<file path="config.mk">
export PLATFORM = sky130hd
export DESIGN_NAME = alu_operand_stage_flat
export DESIGN_NICKNAME = d
export VERILOG_FILES = /design/src/rtl/alu_operand_stage_pkg.sv /design/src/rtl/alu_operand_stage_if.sv /design/src/rtl/alu_operand_stage_shifter.sv /design/src/rtl/alu_operand_stage.sv /design/src/flat_wrapper.sv
export SDC_FILE = /design/constraint.sdc
export NUM_CORES = 1
export LEC_CHECK = 0
export ABC_AREA = 1
export BUFFER_PORTS_ARGS = -buffer_cell sky130_fd_sc_hd__buf_2
export CORE_MARGIN = 1
export CORE_UTILIZATION = 48
export DETAILED_ROUTE_END_ITERATION = 10
export PLACE_DENSITY = 0.76
export SLEW_MARGIN = 20
export SYNTH_ARGS = -nofsm -noshare
export SYNTH_HDL_FRONTEND = slang
export SYNTH_SLANG_ARGS = --single-unit
</file>
<file path="constraint.sdc">
create_clock -name clk -period 1.3 [get_ports clk]
set_input_delay 0.13 -clock clk [delete_from_list [all_inputs] [get_ports clk]]
set_output_delay 0.13 -clock clk [all_outputs]
set_load 0.02 [all_outputs]
</file>
<file path="src/rtl/alu_operand_stage_pkg.sv">
// Shared encodings for the ALU operand-fetch stage.
// The ALU decodes the same ALUop values.
package alu_operand_stage_pkg;

  localparam int DATA_W   = 16;
  localparam int REGSEL_W = 3;

  typedef enum logic [1:0] {
    SH_NONE = 2'b00,
    SH_LSL1 = 2'b01,
    SH_LSR1 = 2'b10,
    SH_ASR1 = 2'b11
  } shift_e;

  typedef enum logic [1:0] {
    ALU_ADD  = 2'b00,
    ALU_SUB  = 2'b01,
    ALU_AND  = 2'b10,
    ALU_NOTB = 2'b11
  } aluop_e;

  localparam logic [1:0] ST_IDLE    = 2'b00;
  localparam logic [1:0] ST_READ_A  = 2'b01;
  localparam logic [1:0] ST_READ_B  = 2'b10;
  localparam logic [1:0] ST_PRESENT = 2'b11;

endpackage

</file>
<file path="src/rtl/alu_operand_stage_if.sv">
// Request and operand handshake bundle.
// master issues requests and consumes operands.
interface alu_operand_stage_if #(
  parameter int DATA_W   = 16,
  parameter int REGSEL_W = 3
);
  logic                start;
  logic                in_ready;
  logic [REGSEL_W-1:0] rn;
  logic [REGSEL_W-1:0] rm;
  logic [1:0]          shift;
  logic [1:0]          op;
  logic                asel;
  logic                bsel;
  logic [DATA_W-1:0]   sximm5;
  logic [DATA_W-1:0]   Ain;
  logic [DATA_W-1:0]   Bin;
  logic [1:0]          ALUop;
  logic                out_valid;
  logic                out_ready;

  modport master (
    output start, rn, rm, shift, op,
    output asel, bsel, sximm5, out_ready,
    input  in_ready, Ain, Bin, ALUop,
    input  out_valid
  );

  modport slave (
    input  start, rn, rm, shift, op,
    input  asel, bsel, sximm5, out_ready,
    output in_ready, Ain, Bin, ALUop,
    output out_valid
  );
endinterface

</file>
<file path="src/rtl/alu_operand_stage_shifter.sv">
// Single-bit shifter for the B operand.
// Purely combinational; no carry out.
module alu_operand_stage_shifter
  import alu_operand_stage_pkg::*;
#(
  parameter int DATA_W = 16
) (
  input  logic [DATA_W-1:0] b,
  input  logic [1:0]        shift,
  output logic [DATA_W-1:0] y
);

  // select the shifted form of b
  always_comb begin
    y = b;
    unique case (shift)
      SH_LSL1: y = {b[DATA_W-2:0], 1'b0};
      SH_LSR1: y = {1'b0, b[DATA_W-1:1]};
      SH_ASR1: y = {b[DATA_W-1], b[DATA_W-1:1]};
      default: y = b;
    endcase
  end

endmodule

</file>
<file path="src/rtl/alu_operand_stage.sv">
// Operand fetch ahead of the ALU: reads Rn then Rm
// over the single register-file port, then presents.
module alu_operand_stage
  import alu_operand_stage_pkg::*;
#(
  parameter int DATA_W   = 16,
  parameter int REGSEL_W = 3
) (
  input  logic                clk,
  input  logic                rst_n,
  alu_operand_stage_if.slave  bus,
  output logic [REGSEL_W-1:0] readnum,
  input  logic [DATA_W-1:0]   rf_data
);

  logic [1:0]          state;
  logic [REGSEL_W-1:0] rn_q;
  logic [REGSEL_W-1:0] rm_q;
  logic [1:0]          shift_q;
  logic [1:0]          op_q;
  logic                asel_q;
  logic                bsel_q;
  logic [DATA_W-1:0]   sximm5_q;
  logic [DATA_W-1:0]   a_q;
  logic [DATA_W-1:0]   b_sh;
  logic [DATA_W-1:0]   ain_q;
  logic [DATA_W-1:0]   bin_q;
  logic [1:0]          aluop_q;
  logic                valid_q;

  alu_operand_stage_shifter #(
    .DATA_W (DATA_W)
  ) u_shifter (
    .b     (rf_data),
    .shift (shift_q),
    .y     (b_sh)
  );

  assign bus.in_ready  = (state == ST_IDLE);
  assign bus.Ain       = ain_q;
  assign bus.Bin       = bin_q;
  assign bus.ALUop     = aluop_q;
  assign bus.out_valid = valid_q;

  // register-file index follows the read phase
  always_comb begin
    readnum = '0;
    unique case (state)
      ST_READ_A:  readnum = rn_q;
      ST_READ_B:  readnum = rm_q;
      ST_PRESENT: readnum = rm_q;
      default:    readnum = '0;
    endcase
  end

  // sequencer, request capture and operand registers
  always_ff @(posedge clk or negedge rst_n) begin
    if (!rst_n) begin
      state    <= ST_IDLE;
      rn_q     <= '0;
      rm_q     <= '0;
      shift_q  <= '0;
      op_q     <= '0;
      asel_q   <= 1'b0;
      bsel_q   <= 1'b0;
      sximm5_q <= '0;
      a_q      <= '0;
      ain_q    <= '0;
      bin_q    <= '0;
      aluop_q  <= '0;
      valid_q  <= 1'b0;
    end else begin
      unique case (state)
        ST_IDLE: begin
          if (bus.start) begin
            rn_q     <= bus.rn;
            rm_q     <= bus.rm;
            shift_q  <= bus.shift;
            op_q     <= bus.op;
            asel_q   <= bus.asel;
            bsel_q   <= bus.bsel;
            sximm5_q <= bus.sximm5;
            state    <= ST_READ_A;
          end
        end
        ST_READ_A: begin
          a_q   <= rf_data;
          state <= ST_READ_B;
        end
        ST_READ_B: begin
          ain_q   <= asel_q ? '0 : a_q;
          bin_q   <= bsel_q ? sximm5_q : b_sh;
          aluop_q <= op_q;
          valid_q <= 1'b1;
          state   <= ST_PRESENT;
        end
        ST_PRESENT: begin
          if (bus.out_ready) begin
            valid_q <= 1'b0;
            state   <= ST_IDLE;
          end
        end
        default: state <= ST_IDLE;
      endcase
    end
  end

endmodule

</file>
<file path="src/flat_wrapper.sv">
// flat-port wrapper written by rule: the top's interface ports become plain ports
module alu_operand_stage_flat import alu_operand_stage_pkg::*;
#(
  parameter int DATA_W   = 16,
  parameter int REGSEL_W = 3
)
  (clk, rst_n, readnum, rf_data, bus_start, bus_rn, bus_rm, bus_shift, bus_op, bus_asel, bus_bsel, bus_sximm5, bus_out_ready, bus_in_ready, bus_Ain, bus_Bin, bus_ALUop, bus_out_valid);
  alu_operand_stage_if #(.DATA_W(DATA_W), .REGSEL_W(REGSEL_W)) bus_i ();
  input  logic clk;
  input  logic rst_n;
  output logic [REGSEL_W-1:0] readnum;
  input  logic [DATA_W-1:0] rf_data;
  input wire logic [$bits(bus_i.start)-1:0] bus_start;
  input wire logic [$bits(bus_i.rn)-1:0] bus_rn;
  input wire logic [$bits(bus_i.rm)-1:0] bus_rm;
  input wire logic [$bits(bus_i.shift)-1:0] bus_shift;
  input wire logic [$bits(bus_i.op)-1:0] bus_op;
  input wire logic [$bits(bus_i.asel)-1:0] bus_asel;
  input wire logic [$bits(bus_i.bsel)-1:0] bus_bsel;
  input wire logic [$bits(bus_i.sximm5)-1:0] bus_sximm5;
  input wire logic [$bits(bus_i.out_ready)-1:0] bus_out_ready;
  output wire logic [$bits(bus_i.in_ready)-1:0] bus_in_ready;
  output wire logic [$bits(bus_i.Ain)-1:0] bus_Ain;
  output wire logic [$bits(bus_i.Bin)-1:0] bus_Bin;
  output wire logic [$bits(bus_i.ALUop)-1:0] bus_ALUop;
  output wire logic [$bits(bus_i.out_valid)-1:0] bus_out_valid;
  assign bus_i.start = bus_start;
  assign bus_i.rn = bus_rn;
  assign bus_i.rm = bus_rm;
  assign bus_i.shift = bus_shift;
  assign bus_i.op = bus_op;
  assign bus_i.asel = bus_asel;
  assign bus_i.bsel = bus_bsel;
  assign bus_i.sximm5 = bus_sximm5;
  assign bus_i.out_ready = bus_out_ready;
  assign bus_in_ready = bus_i.in_ready;
  assign bus_Ain = bus_i.Ain;
  assign bus_Bin = bus_i.Bin;
  assign bus_ALUop = bus_i.ALUop;
  assign bus_out_valid = bus_i.out_valid;
  alu_operand_stage #(.DATA_W(DATA_W), .REGSEL_W(REGSEL_W)) u_core (.clk(clk), .rst_n(rst_n), .bus(bus_i), .readnum(readnum), .rf_data(rf_data));
endmodule
</file>
==> impl.org, run 1 <==
** Status
- Status :: finished with violations
- Violations in the final reports :: setup timing

** Global routing
- Global routing consumed, on the met1 layer, about 29% of the routing resources.
- In the global route stage, met3 resource usage came out at under 10%.
- The first global-routing pass estimated ~14,000 um of wire.
- The layer flagged by global routing as most heavily used is met2.
- Remaining Overflow, GRT :: 0
- Antenna violations before repair :: 0
- GR Layer Usage met2 :: between 30% and 40%
- Total Routing Usage GR :: about 23%
- Entering global routing, the biggest net connects 38 pins.
- Vias in the first global route :: a little under 3,000

** STA
- Final Max Slew Viols :: 0
- The final hold violation count is 0.
- Clock period minus final worst setup slack :: about 1600 ps
- Setup violations remaining at the end of the flow were counted as 40.
- Upper clock frequency limit :: a little over 600 MHz
- Setup repair after global routing could not meet its margin everywhere.
- Slack of the critical path :: -313.8 ps
- Fin crit share :: 124.1%
- Transition time of the tightest slew-check pin :: around 320 ps
- Final Skew :: around 11 ps
- Headroom to the max-slew limit came out at 78.38%.

** Placed design
- Timing analysis after detailed placement gives a worst setup slack of -65.37 ps.
- Placed wire-length estimate after detailed placement :: 5842 um
- Input and output buffers added on the ports amount to 86.
- At the end of routability-driven placement, the weighted congestion stood at about 0.8.

** Final layout
- Counting the fill cells in the layout gives 583.
- Commonest non-fill, non-tap cells in the layout :: sky130_fd_sc_hd__nand2_1, sky130_fd_sc_hd__buf_2, sky130_fd_sc_hd__dfrtp_1
- Compared with the post-synthesis result, the final layout area differs by 37.15%.
- Nets :: around 570
- The post-route netlist has 35.36% of its cells at a drive strength greater than 1.
- For this run, the share of the core covered by cells in the final layout is around two thirds.
- The library cell used most frequently in the layout, excluding fill and tap cells, is sky130_fd_sc_hd__nand2_1.
- Final antenna diode count :: 0

** Routing
- Wire length per cell after detailed routing :: around 14 um
- Starting DRT DRC Count :: 180
- Avg Vias per Cell :: 4.974
- Routed wire length :: between 8000 and 9000 um
- In the routed design, unresolved DRC markers number 0.
- The pre-antenna-repair detailed-routing pass consisted of 4 iterations.
- Via Count :: just over 3,000
- The count of nets left with antenna violations once routing finished came out at 0.

** Worst hold path
- Worst min-delay path endpoint :: u_core.op_q[1]$_DFFE_PN0P_
- The worst hold path begins at bus_op[1].
- The tightest min-delay check is of the in -> reg type.
- Worst hold path stage count :: 2

** Pwr
- IR analysis of the VDD net gives a maximum drop of between 1 and 1.5 mV.
- Power density cells :: approximately 2600 nW/um^2
- For this design the static power due to leakage is approximately 2.5 nW.

** Synth
- Area of the mapped netlist :: 3613 sq um
- Counting every net in the synthesized netlist gives between 400 and 500.
- Share of synthesized area occupied by flip-flops and latches :: 56.09%
- Synthesized instance count :: between 400 and 500
- Counting distinct cell types in the post-synthesis netlist gives 20.
- Warning count from the yosys run :: 0
- Syn Area/Cell :: 8.624 sq um
- Synthesized flop and latch total :: ~80

** Critical path
- Of all nets on the critical path, the largest fanout is 4.
- The critical path is of the reg -> out type.
- The startpoint identified for the worst register-to-register timing path is u_core.state[0]$_DFFE_PN0P_.
- STA classifies the critical path endpoint as an output port.
- Path depth of the worst reg2reg path :: 7
- Register-to-register path setup slack :: -200 ps
- Crit path arrival time :: around 1500 ps
- End of the worst register-to-register path :: u_core.bus.Ain[7]$_DFFE_PN0N_
- WP data required :: between 1000 and 1500 ps
- The worst setup path is launched from a register.

** CTS
- Maximum clock path buffer count :: 2
- H-tree Lvls :: 3
- For this design, the sink count on the clock tree is 81.
- In this run, CTS created clock tree buffers numbering 9.
- Clock network latency to the later pin of the worst-skew pair :: between 300 and 400 ps
- TritonCTS clock tree :: built
- The root buffer cell chosen for the clock tree is sky130_fd_sc_hd__clkbuf_8.
- Clock-pin slew was measured on the worst setup and hold paths at 80 ps.

** Floorplan
- Die X :: around 90 um
- The floorplan step defined a die boundary enclosing 7879 sq um.
- For this configuration, the core starts out at a cell density of between 40% and 50%.
- Std cell rows :: 31
- between 80 and 90 I/O pins were placed.
- Die H :: 88.77 um
- After floorplanning, the core was sized to cover between 7000 and 8000 sq um.

** Flow run
- Count of max-cap constraint violations :: 0
[metrics by stage]
step                      area (sq um)  total power, W  setup TNS [ps]  std cells  hold WS [ps]
final                             4956         0.01301           -4736        625         24.42
after global routing              4956         0.01393           -7890        625         20.45
after CTS                         4828         0.01253           -5732        624         14.21
after detailed placement          4349        0.009727           -1128        601         55.99
after global placement            4349        0.009509          -139.8        601         53.02
after floorplan                   3722        0.008059           -2395        419        -165.6
[flip-flops by register name, summed over array words and instances, names as in the netlist]
name / cells
u_core.rn_q: 3
u_core.asel_q: 1
u_core.rm_q: 3
u_core.state: 2
u_core.bus.Bin: 16
u_core.shift_q: 2
u_core.bus.out_valid: 1
u_core.a_q: 16
u_core.op_q: 2
u_core.bus.Ain: 16
u_core.bus.ALUop: 2
u_core.bsel_q: 1
u_core.sximm5_q: 16
[power by group]
group / switching (W) / leakage (nW) / internal [W]
clock: 0.000867 / 0.117 / 0.00119
sequential: 0.000599 / 0.965 / 0.00369
combinational: 0.00378 / 1.43 / 0.00288
[metal layers]
| layer | vias up | wire (um) |
|---|---|---|
| li1 | 1527 | - |
| met4 | 0 | 117 |
| met2 | 97 | 4278 |
| met3 | 13 | 473 |
| met1 | 1472 | 3805 |
| met5 | - | 0 |
[worst max-delay path: stages, from the launching register on]
cell                      delay (ps)
sky130_fd_sc_hd__dfrtp_2         450
sky130_fd_sc_hd__buf_6           140
sky130_fd_sc_hd__ha_4            190
sky130_fd_sc_hd__o21ai_4         170
sky130_fd_sc_hd__a21oi_2          60
sky130_fd_sc_hd__buf_4           150
[logic make-up after synthesis]
logic type / after synthesis / synth area share [%]
and+or+nand+nor: 166 / 18.18
AOI/OAI and AO/OA: 92 / 13.82
DFF: 81 / 56.09
buffers and inverters: 67 / 7.722
muxes: 9 / 2.805
adders and majority gates: 4 / 1.385
[how the worst max path moves through the flow]
stage / from / endpoint / slack (ps) / cells after the start
floorplan: u_core.state[0]$_DFFE_PN0P_ / u_core.bus.Ain[0]$_DFFE_PN0N_ / -90 / 8
global placement: u_core.state[1]$_DFFE_PN0P_ / readnum[2] / -30 / 5
detailed placement: u_core.state[0]$_DFFE_PN0P_ / u_core.bus.Ain[10]$_DFFE_PN0N_ / -70 / 6
CTS: u_core.state[0]$_DFFE_PN0P_ / readnum[2] / -300 / 6
global route: u_core.state[0]$_DFFE_PN0P_ / readnum[1] / -370 / 5
finish: u_core.state[1]$_DFFE_PN0P_ / readnum[1] / -310 / 5
[cell usage after synthesis, drive strengths merged]
cell type	count	area, sq um
o21ai	39	232.7
or2	1	6.260
nor2	22	92.59
a21oi	52	260.3
clkbuf	10	37.54
nand3	17	85.08
dfrtp	81	2027
mux2	9	101.4
inv	43	161.4
ha	4	50.05
o22ai	1	6.260
buf	14	80.07
nand2	126	473.0
[repair_timing]
action                                  4_1_cts  5_1_grt
endpoints found under the setup margin       39       68
hold buffers                                  2        0
gates cloned                                  2        2
hold endpoints to repair                     45        0
pin swaps                                     6        8
setup buffers                                 3        0
resized for setup                            51       23
[layout make-up]
cell class | count | area, sq um | share of cell area [%]
clock buffers | 12 | 155.1 | 3.131
clock inverters | 4 | 73.82 | 1.490
inverters | 43 | 168.9 | 3.408
multi-input cells | 271 | 1520 | 30.67
flip-flops and latches | 81 | 2028 | 40.92
well taps | 99 | 123.9 | 2.499
repair buffers | 115 | 885.9 | 17.87
Power figures use the tool's default switching activity.
==> run 2, diff against run 1 <==
CORE_UTILIZATION = 35   (was 48)
PLACE_DENSITY = not set   (was 0.76)
SETUP_SLACK_MARGIN = 0.3   (was not set)
==> run 2 against run 1 <==
Effect of this change:
- the flow still finishes with violations (setup timing)
- flip-flop and latch count did not move
- routed wire length grew 25%
- design area increased by 26%
- first-iteration DRC count increased by 5.0%
- clock skew down 0.59 ps
- cell count up 14%
==> impl.org, run 2 (synthesis gave the netlist of run 1 again) <==
** Pwr
- Power spread over the standard cell area amounts to about 2600 nW/um^2.
- Overall power after layout :: around 0.016 W
- In this run the power spent charging and discharging nets is around 0.0064 W.
- Logic pwr share :: 60.6%
- Per report_power, the clock group accounts for 12.8% of the total.
- In this run switching power makes up between 30% and 40% of total power.
- Part of the power in registers :: between 20% and 30%
- Internal power consumption :: around 0.010 W
- Peak supply drop :: between 1.5 and 2 mV
- Static Leak :: between 2 and 3 nW

** Global routing
- Antenna violations before repair :: 0
- Wire length of the first global-routing pass :: between 15,000 and 20,000 um
- Remaining Overflow, GRT :: 0
- Entering global routing, the biggest net connects 31 pins.
- Total Routing Usage GR :: 20.73%
- The number of global-route vias before repair is approximately 3,500.

** Worst hold path
- Counting instances, the worst hold path has a depth of 2.
- In this run the worst hold path is classified as in -> reg.

** Placed design
- IO buf count :: 86
- Summed over all nets, the half-perimeter wirelength after detailed placement is roughly 6400 um.
- Timing analysis after detailed placement gives a worst setup slack of -84.43 ps.
- The congestion estimate from routability-driven global placement came to ~0.8.

** Final layout
- Area delta synth->final :: 72.44%
- Nets :: between 600 and 700
- Commonest non-fill, non-tap cells in the layout :: sky130_fd_sc_hd__nand2_1, sky130_fd_sc_hd__dfrtp_1, sky130_fd_sc_hd__buf_2, sky130_fd_sc_hd__buf_6, sky130_fd_sc_hd__buf_4
- Final antenna diode count :: 0
- The library cell used most frequently in the layout, excluding fill and tap cells, is sky130_fd_sc_hd__nand2_1.
- Proportion of layout cells with a drive suffix above 1 :: slightly above 50%

** Routing
- Number of iterations in the first detailed-routing pass :: 4
- For this run, design rule violations remaining after detail routing come to 0.
- In this run, the number of DRC markers left after iteration 0 of detailed routing was 189.
- Once detail routing completed, the nets flagged for antenna violations numbered 0.
- Routed wire length :: roughly 11,000 um
- Using the TritonRoute via totals, the vias-per-cell ratio works out to about 4.7.
- After detailed routing, the average wire length per cell comes to around 15 um.
- For this block, the via count after detailed routing is between 3,000 and 4,000.

** STA
- Minimum hold slack :: between 15 and 20 ps
- At the pin with the least slew margin, the transition time is 530.0 ps.
- After layout, the worst path uses 121.9% of the clock period.
- Fin Setup TNS :: -10,060 ps
- Timing would allow up to 631.2 MHz.
- Final Max Slew Viols :: 0
- Setup repair after global routing missed its margin :: yes
- Across all setup checks in the final design, the least slack found is -284.2 ps.
- Hold Vio Cnt, Final :: 0
- Clock period minus final worst setup slack :: ~1600 ps
- The clock arrives with between 10 and 15 ps of skew.
- The worst pin sits at a relative slew slack of between 60 and 70%.
- Setup violations remaining at the end of the flow were counted as 84.

** Critical path
- For the worst flop-to-flop path, the logic depth is 7.
- For the worst setup path, the data arrival time is around 1500 ps.
- STA classifies the critical path startpoint as a register.
- Kind of end point of the critical path :: output port
- Path type of the worst setup path :: reg -> out
- WP data required :: between 1000 and 1500 ps
- Along the worst path, the maximum fanout reaches 4.

** CTS
- In this run the clock root is driven by a sky130_fd_sc_hd__clkbuf_8.
- Sinks on the clock net :: between 80 and 90
- The clock tree synthesis step divided the H-tree into 3 levels.
- The number of clock buffers added by TritonCTS is 9.
- After clock tree synthesis, the clock-pin slew on the worst setup and hold paths is ~90 ps.
- TritonCTS built the clock tree.
- Clock network latency to the later pin of the worst-skew pair :: between 300 and 400 ps
- Maximum clock path buffer count :: 2

** Floorplan
- The die covers approximately 11,000 sq um.
- The die is 103.6 um wide.
- The initial utilization of the core area, before any placement, comes to between 30% and 40%.
- The die is slightly above 100 um tall.
- Count of pins on the block boundary :: 87
- The total area inside the core boundary comes to around 9900 sq um.
- Row generation in the floorplan step produced 36 rows.

** Status
- The run finished, with violations left.
- The final reports fail on setup timing.

** Flow run
- Count of max-cap constraint violations :: 0
[run 2: cell types whose count changed in the layout (fill, tap and decap cells not counted), sizes merged]
| cell | previous run | this run |
|---|---|---|
| inv | 44 | 43 |
| bufbuf | 0 | 2 |
| buf | 111 | 157 |
| clkinvlp | 0 | 3 |
| dlygate4sd3 | 2 | 7 |
| clkbuf | 14 | 11 |
[run 2: final cells by class]
type / instances / area (sq um)
Fill cell: 795 / 3679
Sequential cell: 81 / 2028
Timing Repair Buffer: 167 / 1817
Multi-Input combinational cell: 271 / 1814
Inverter: 43 / 176.4
Tap cell: 133 / 166.4
Clock buffer: 10 / 137.6
Clock inverter: 6 / 91.34
[run 2: layer usage]
metal  global-route usage [%]  vias to the layer above  share of wire, %
li1                         -                     1643                 -
met1                    24.36                     1611                41
met2                    36.48                      103                52
met3                    4.657                       14               5.7
met4                    8.385                        0               1.4
met5                        0                        -                 0
[run 2: timing repair]
action / 4_1_cts / 5_1_grt
cloned: 15 / 1
hold endpoints to repair: 33 / 0
resized for setup: 223 / 37
buffers inserted: 24 / 14
setup endpoints to repair: 120 / 120
pin swaps: 25 / 13
hold buffers: 7 / 0
[run 2: final timing paths]
| check | start | endpoint | slack, ps |
|---|---|---|---|
| min in group asynchronous | rst_n | u_core.sximm5_q[11]$_DFFE_PN0P_ | 240 |
| worst max-delay path | u_core.state[0]$_DFFE_PN0P_ | readnum[2] | -280 |
| worst max register to register | u_core.state[0]$_DFFE_PN0P_ | u_core.bus.Ain[6]$_DFFE_PN0N_ | -220 |
| worst min-delay path | bus_op[0] | u_core.op_q[0]$_DFFE_PN0P_ | 20 |
| worst min register to register | u_core.op_q[1]$_DFFE_PN0P_ | u_core.bus.ALUop[1]$_DFFE_PN0N_ | 510 |
| max in group asynchronous | rst_n | u_core.state[1]$_DFFE_PN0P_ | 500 |
[run 2: power by group through the flow]
| stage | sequential [W] | combinational (W) | clock (W) |
|---|---|---|---|
| final | 0.00440 | 0.00999 | 0.00210 |
| after CTS | 0.00437 | 0.00922 | 0.00215 |
| after floorplan | 0.00472 | 0.00355 | 0 |
| after global placement | 0.00426 | 0.00539 | 0 |
| after global routing | 0.00453 | 0.0108 | 0.00225 |
| after detailed placement | 0.00428 | 0.00554 | 0 |
[run 2: critical path, stage by stage, from the launching register on]
cell	delay, ps
sky130_fd_sc_hd__dfrtp_1	420
sky130_fd_sc_hd__buf_6	140
sky130_fd_sc_hd__ha_4	180
sky130_fd_sc_hd__o21ai_4	140
sky130_fd_sc_hd__a21oi_2	70
sky130_fd_sc_hd__buf_4	150
[run 2: metrics by stage]
stage	area, sq um	cells	utilization (%)
2_1_floorplan	3790	419	-
3_3_place_gp	4400	634	44.41
3_5_place_dp	4400	634	44.41
4_1_cts	5941	696	59.95
5_1_grt	6231	711	62.88
6_report	6231	711	62.88
==> run 3, diff against run 2 <==
REMOVE_ABC_BUFFERS = 1   (was not set)
==> run 3 against run 2 <==
Effect of this change:
- the flow still finishes with violations (setup timing)
- design area shrank 5.1%
- sequential share of layout area grew 1.7 points
- total power fell by 6.5%
- setup slack got worse by 49 ps
- clock skew up 2.9 ps
- core utilization fell by 3.2 points
- die area did not move
- worst hold slack worse by 7.1 ps
- flip-flop and latch count stayed put
- global-route usage is 0.45 points lower
- via count barely moved
- fmax shrank 3.0%
- critical path type unchanged
==> impl.org, run 3 (synthesis gave the netlist of run 1 again) <==
** Routing
- Routed wire length :: 10,500 um
- For this run, the detailed router's first-pass iteration total came to 6.
- Dividing the detail-routed wire length by the instance count gives ~15 um.
- Avg Vias per Cell :: 4.731
- The routed layout has about 3,400 vias.
- In this run the remaining antenna-violating nets after routing total 0.
- Starting DRT DRC Count :: ~120
- Number of DRC violations after detailed routing :: 0

** Final layout
- Proportion of layout cells with a drive suffix above 1 :: between 40% and 50%
- The finished cells cover 5914 sq um.
- Area delta synth->final :: 63.68%
- In the final design database the tool counted between 600 and 700 nets.
- Most common cell after layout, fill and taps aside :: sky130_fd_sc_hd__nand2_1
- The top cell types in the final layout, fill and taps aside, are sky130_fd_sc_hd__nand2_1, sky130_fd_sc_hd__dfrtp_1, sky130_fd_sc_hd__buf_6.
- Core occupancy in the finished layout :: between 50% and 60%
- Final antenna diode count :: 0

** STA
- Number of failing setup endpoints in the final timing report :: 69
- Clock period minus final worst setup slack :: roughly 1600 ps
- The number of max-slew violations in the final report is 0.
- The worst pin sits at a relative slew slack of 65.52%.
- Setup repair after global routing could not meet its margin everywhere.
- Timing would allow up to 612.4 MHz.
- The tightest hold path in the finished design has a slack of roughly 12 ps.
- Fin crit share :: 125.6%
- The final hold violation count is 0.
- Final Skew :: about 13 ps
- Slack of the critical path :: -332.9 ps
- Transition time of the tightest slew-check pin :: slightly above 500 ps

** Floorplan
- The floorplan has 36 rows.
- Die X :: 103.6 um
- Die area :: 10,740 sq um
- In this run the standard cell core region covers 9910 sq um.
- In this run the count of I/O pins placed on the die edge is 87.
- The initial utilization of the core area, before any placement, comes to 36.46%.
- Die H :: about 100 um

** CTS
- The later pin in the worst-skew pair is clocked with a latency of between 300 and 400 ps.
- Clock slew at reported path FFs :: about 90 ps
- TritonCTS clock tree :: built
- Clock buffers created by TritonCTS :: 9
- Maximum clock path buffer count :: 2
- Counting every sink on the clock net gives 81.
- Cell at the root of the clock tree :: sky130_fd_sc_hd__clkbuf_8
- In this run the number of H-tree levels came out at 3.

** Global routing
- Total Routing Usage GR :: 20.27%
- Entering global routing, the biggest net connects roughly 80 pins.
- The number of global-route vias before repair is approximately 3,500.
- Summed over all layers, the global routing overflow is 0.
- Antenna violations before repair :: 0
- The first global-routing pass estimated between 15,000 and 20,000 um of wire.

** Critical path
- In this run the worst path has a maximum fanout of 4.
- STA classifies the critical path startpoint as a register.
- Data on the critical path arrives at its endpoint at around 1500 ps.
- Register-to-register path setup slack :: -310 ps
- The worst setup path is of the reg -> out kind.
- Start of the worst register-to-register path :: u_core.state[0]$_DFFE_PN0P_
- WP data required :: approximately 1200 ps
- End of the worst register-to-register path :: u_core.bus.Ain[7]$_DFFE_PN0N_
- Kind of end point of the critical path :: output port
- Path depth of the worst reg2reg path :: 9

** Worst hold path
- Worst min-delay path endpoint :: u_core.sximm5_q[0]$_DFFE_PN0P_
- Worst hold path stage count :: 3
- In this run the most critical hold path is launched from bus_sximm5[0].
- Min-delay worst type :: in -> reg

** Status
- Status :: finished with violations
- Violations in the final reports :: setup timing

** Placed design
- The placed instances occupy a cell area of 4305 sq um.
- Placed wire-length estimate after detailed placement :: between 5000 and 6000 um
- Input and output buffers added on the ports amount to 86.
- Placer Congestion :: slightly above 0.8

** Pwr
- Static Leak :: between 2 and 3 nW
- Across the VDD grid, the largest voltage drop is 1.484 mV.
- In this run the power density over the cells is 2608 nW/um^2.

** Flow run
- Count of max-cap constraint violations :: 0
==> run 3: changes by cell type in the layout (fill, tap and decap cells not counted), moves of 4 or more <==
cell	change
sky130_fd_sc_hd__nor2_4	-8
sky130_fd_sc_hd__buf_6	+7
sky130_fd_sc_hd__buf_16	-4
sky130_fd_sc_hd__nor2_2	+8
sky130_fd_sc_hd__nand2_1	+10
sky130_fd_sc_hd__a21oi_1	+12
sky130_fd_sc_hd__nand2_2	-8
sky130_fd_sc_hd__o21ai_0	+7
sky130_fd_sc_hd__a21oi_2	-11
==> run 3: worst max-delay path by stage <==
stage          cells after the start  slack, ps                            end                         from
2_1_floorplan                      4       -850      u_core.asel_q$_DFFE_PN0P_  u_core.state[0]$_DFFE_PN0P_
3_3_place_gp                       6        -20  u_core.bus.Ain[9]$_DFFE_PN0N_  u_core.state[0]$_DFFE_PN0P_
3_5_place_dp                       6        -60  u_core.bus.Ain[9]$_DFFE_PN0N_  u_core.state[0]$_DFFE_PN0P_
4_1_cts                            5       -310                     readnum[2]  u_core.state[1]$_DFFE_PN0P_
5_1_grt                            5       -390                     readnum[2]  u_core.state[1]$_DFFE_PN0P_
6_report                           5       -330                     readnum[2]  u_core.state[1]$_DFFE_PN0P_
==> run 3: per-stage QoR <==
| step | setup TNS (ps) | power [W] | instances | setup WS [ps] |
|---|---|---|---|---|
| 3_3_place_gp | -89.49 | 0.009357 | 635 | -16.09 |
| 2_1_floorplan | -35200 | 0.007499 | 395 | -853.7 |
| 6_report | -12210 | 0.01543 | 713 | -332.9 |
| 5_1_grt | -15350 | 0.01640 | 713 | -390.1 |
| 4_1_cts | -9829 | 0.01482 | 701 | -306.6 |
| 3_5_place_dp | -688.3 | 0.009519 | 635 | -55.69 |
==> run 3: final cells by class <==
class,instances,area (sq um)
Clock buffer,11,141.4
Clock inverter,5,62.56
Fill cell,830,3995
Inverter,43,168.9
Multi-Input combinational cell,271,1644
Sequential cell,81,2028
Tap cell,133,166.4
Timing Repair Buffer,169,1703
==> run 3: power by group <==
part           total (W)  leakage, nW  internal (W)  switching [W]
combinational    0.00916         1.82       0.00467        0.00449
clock            0.00194       0.0962      0.000951       0.000987
sequential       0.00433        0.965       0.00369       0.000643
total             0.0154         2.88       0.00931        0.00612
==> run 3: critical path: stages (launching register included) <==
cell	delay [ps]
sky130_fd_sc_hd__dfrtp_2	460
sky130_fd_sc_hd__ha_4	180
sky130_fd_sc_hd__buf_6	130
sky130_fd_sc_hd__o21ai_2	140
sky130_fd_sc_hd__a21oi_2	70
sky130_fd_sc_hd__buf_4	160
==> run 3: per-layer routing <==
layer | vias to the layer above | track usage [%] | part of all wire (%)
met5 | - | 0 | 0
met1 | 1618 | 23.79 | 43
met3 | 20 | 3.776 | 4.3
met4 | 0 | 9.834 | 2.4
li1 | 1651 | - | -
met2 | 84 | 35.57 | 51
==> run 3: timing repair <==
| action | CTS | global route |
|---|---|---|
| hold buffers | 10 | 0 |
| gates resized for setup | 214 | 18 |
| cloned | 10 | 1 |
| endpoints found under the hold margin | 90 | 0 |
| pin swaps | 26 | 11 |
| endpoints found under the setup margin | 120 | 120 |
| setup buffers | 30 | 11 |
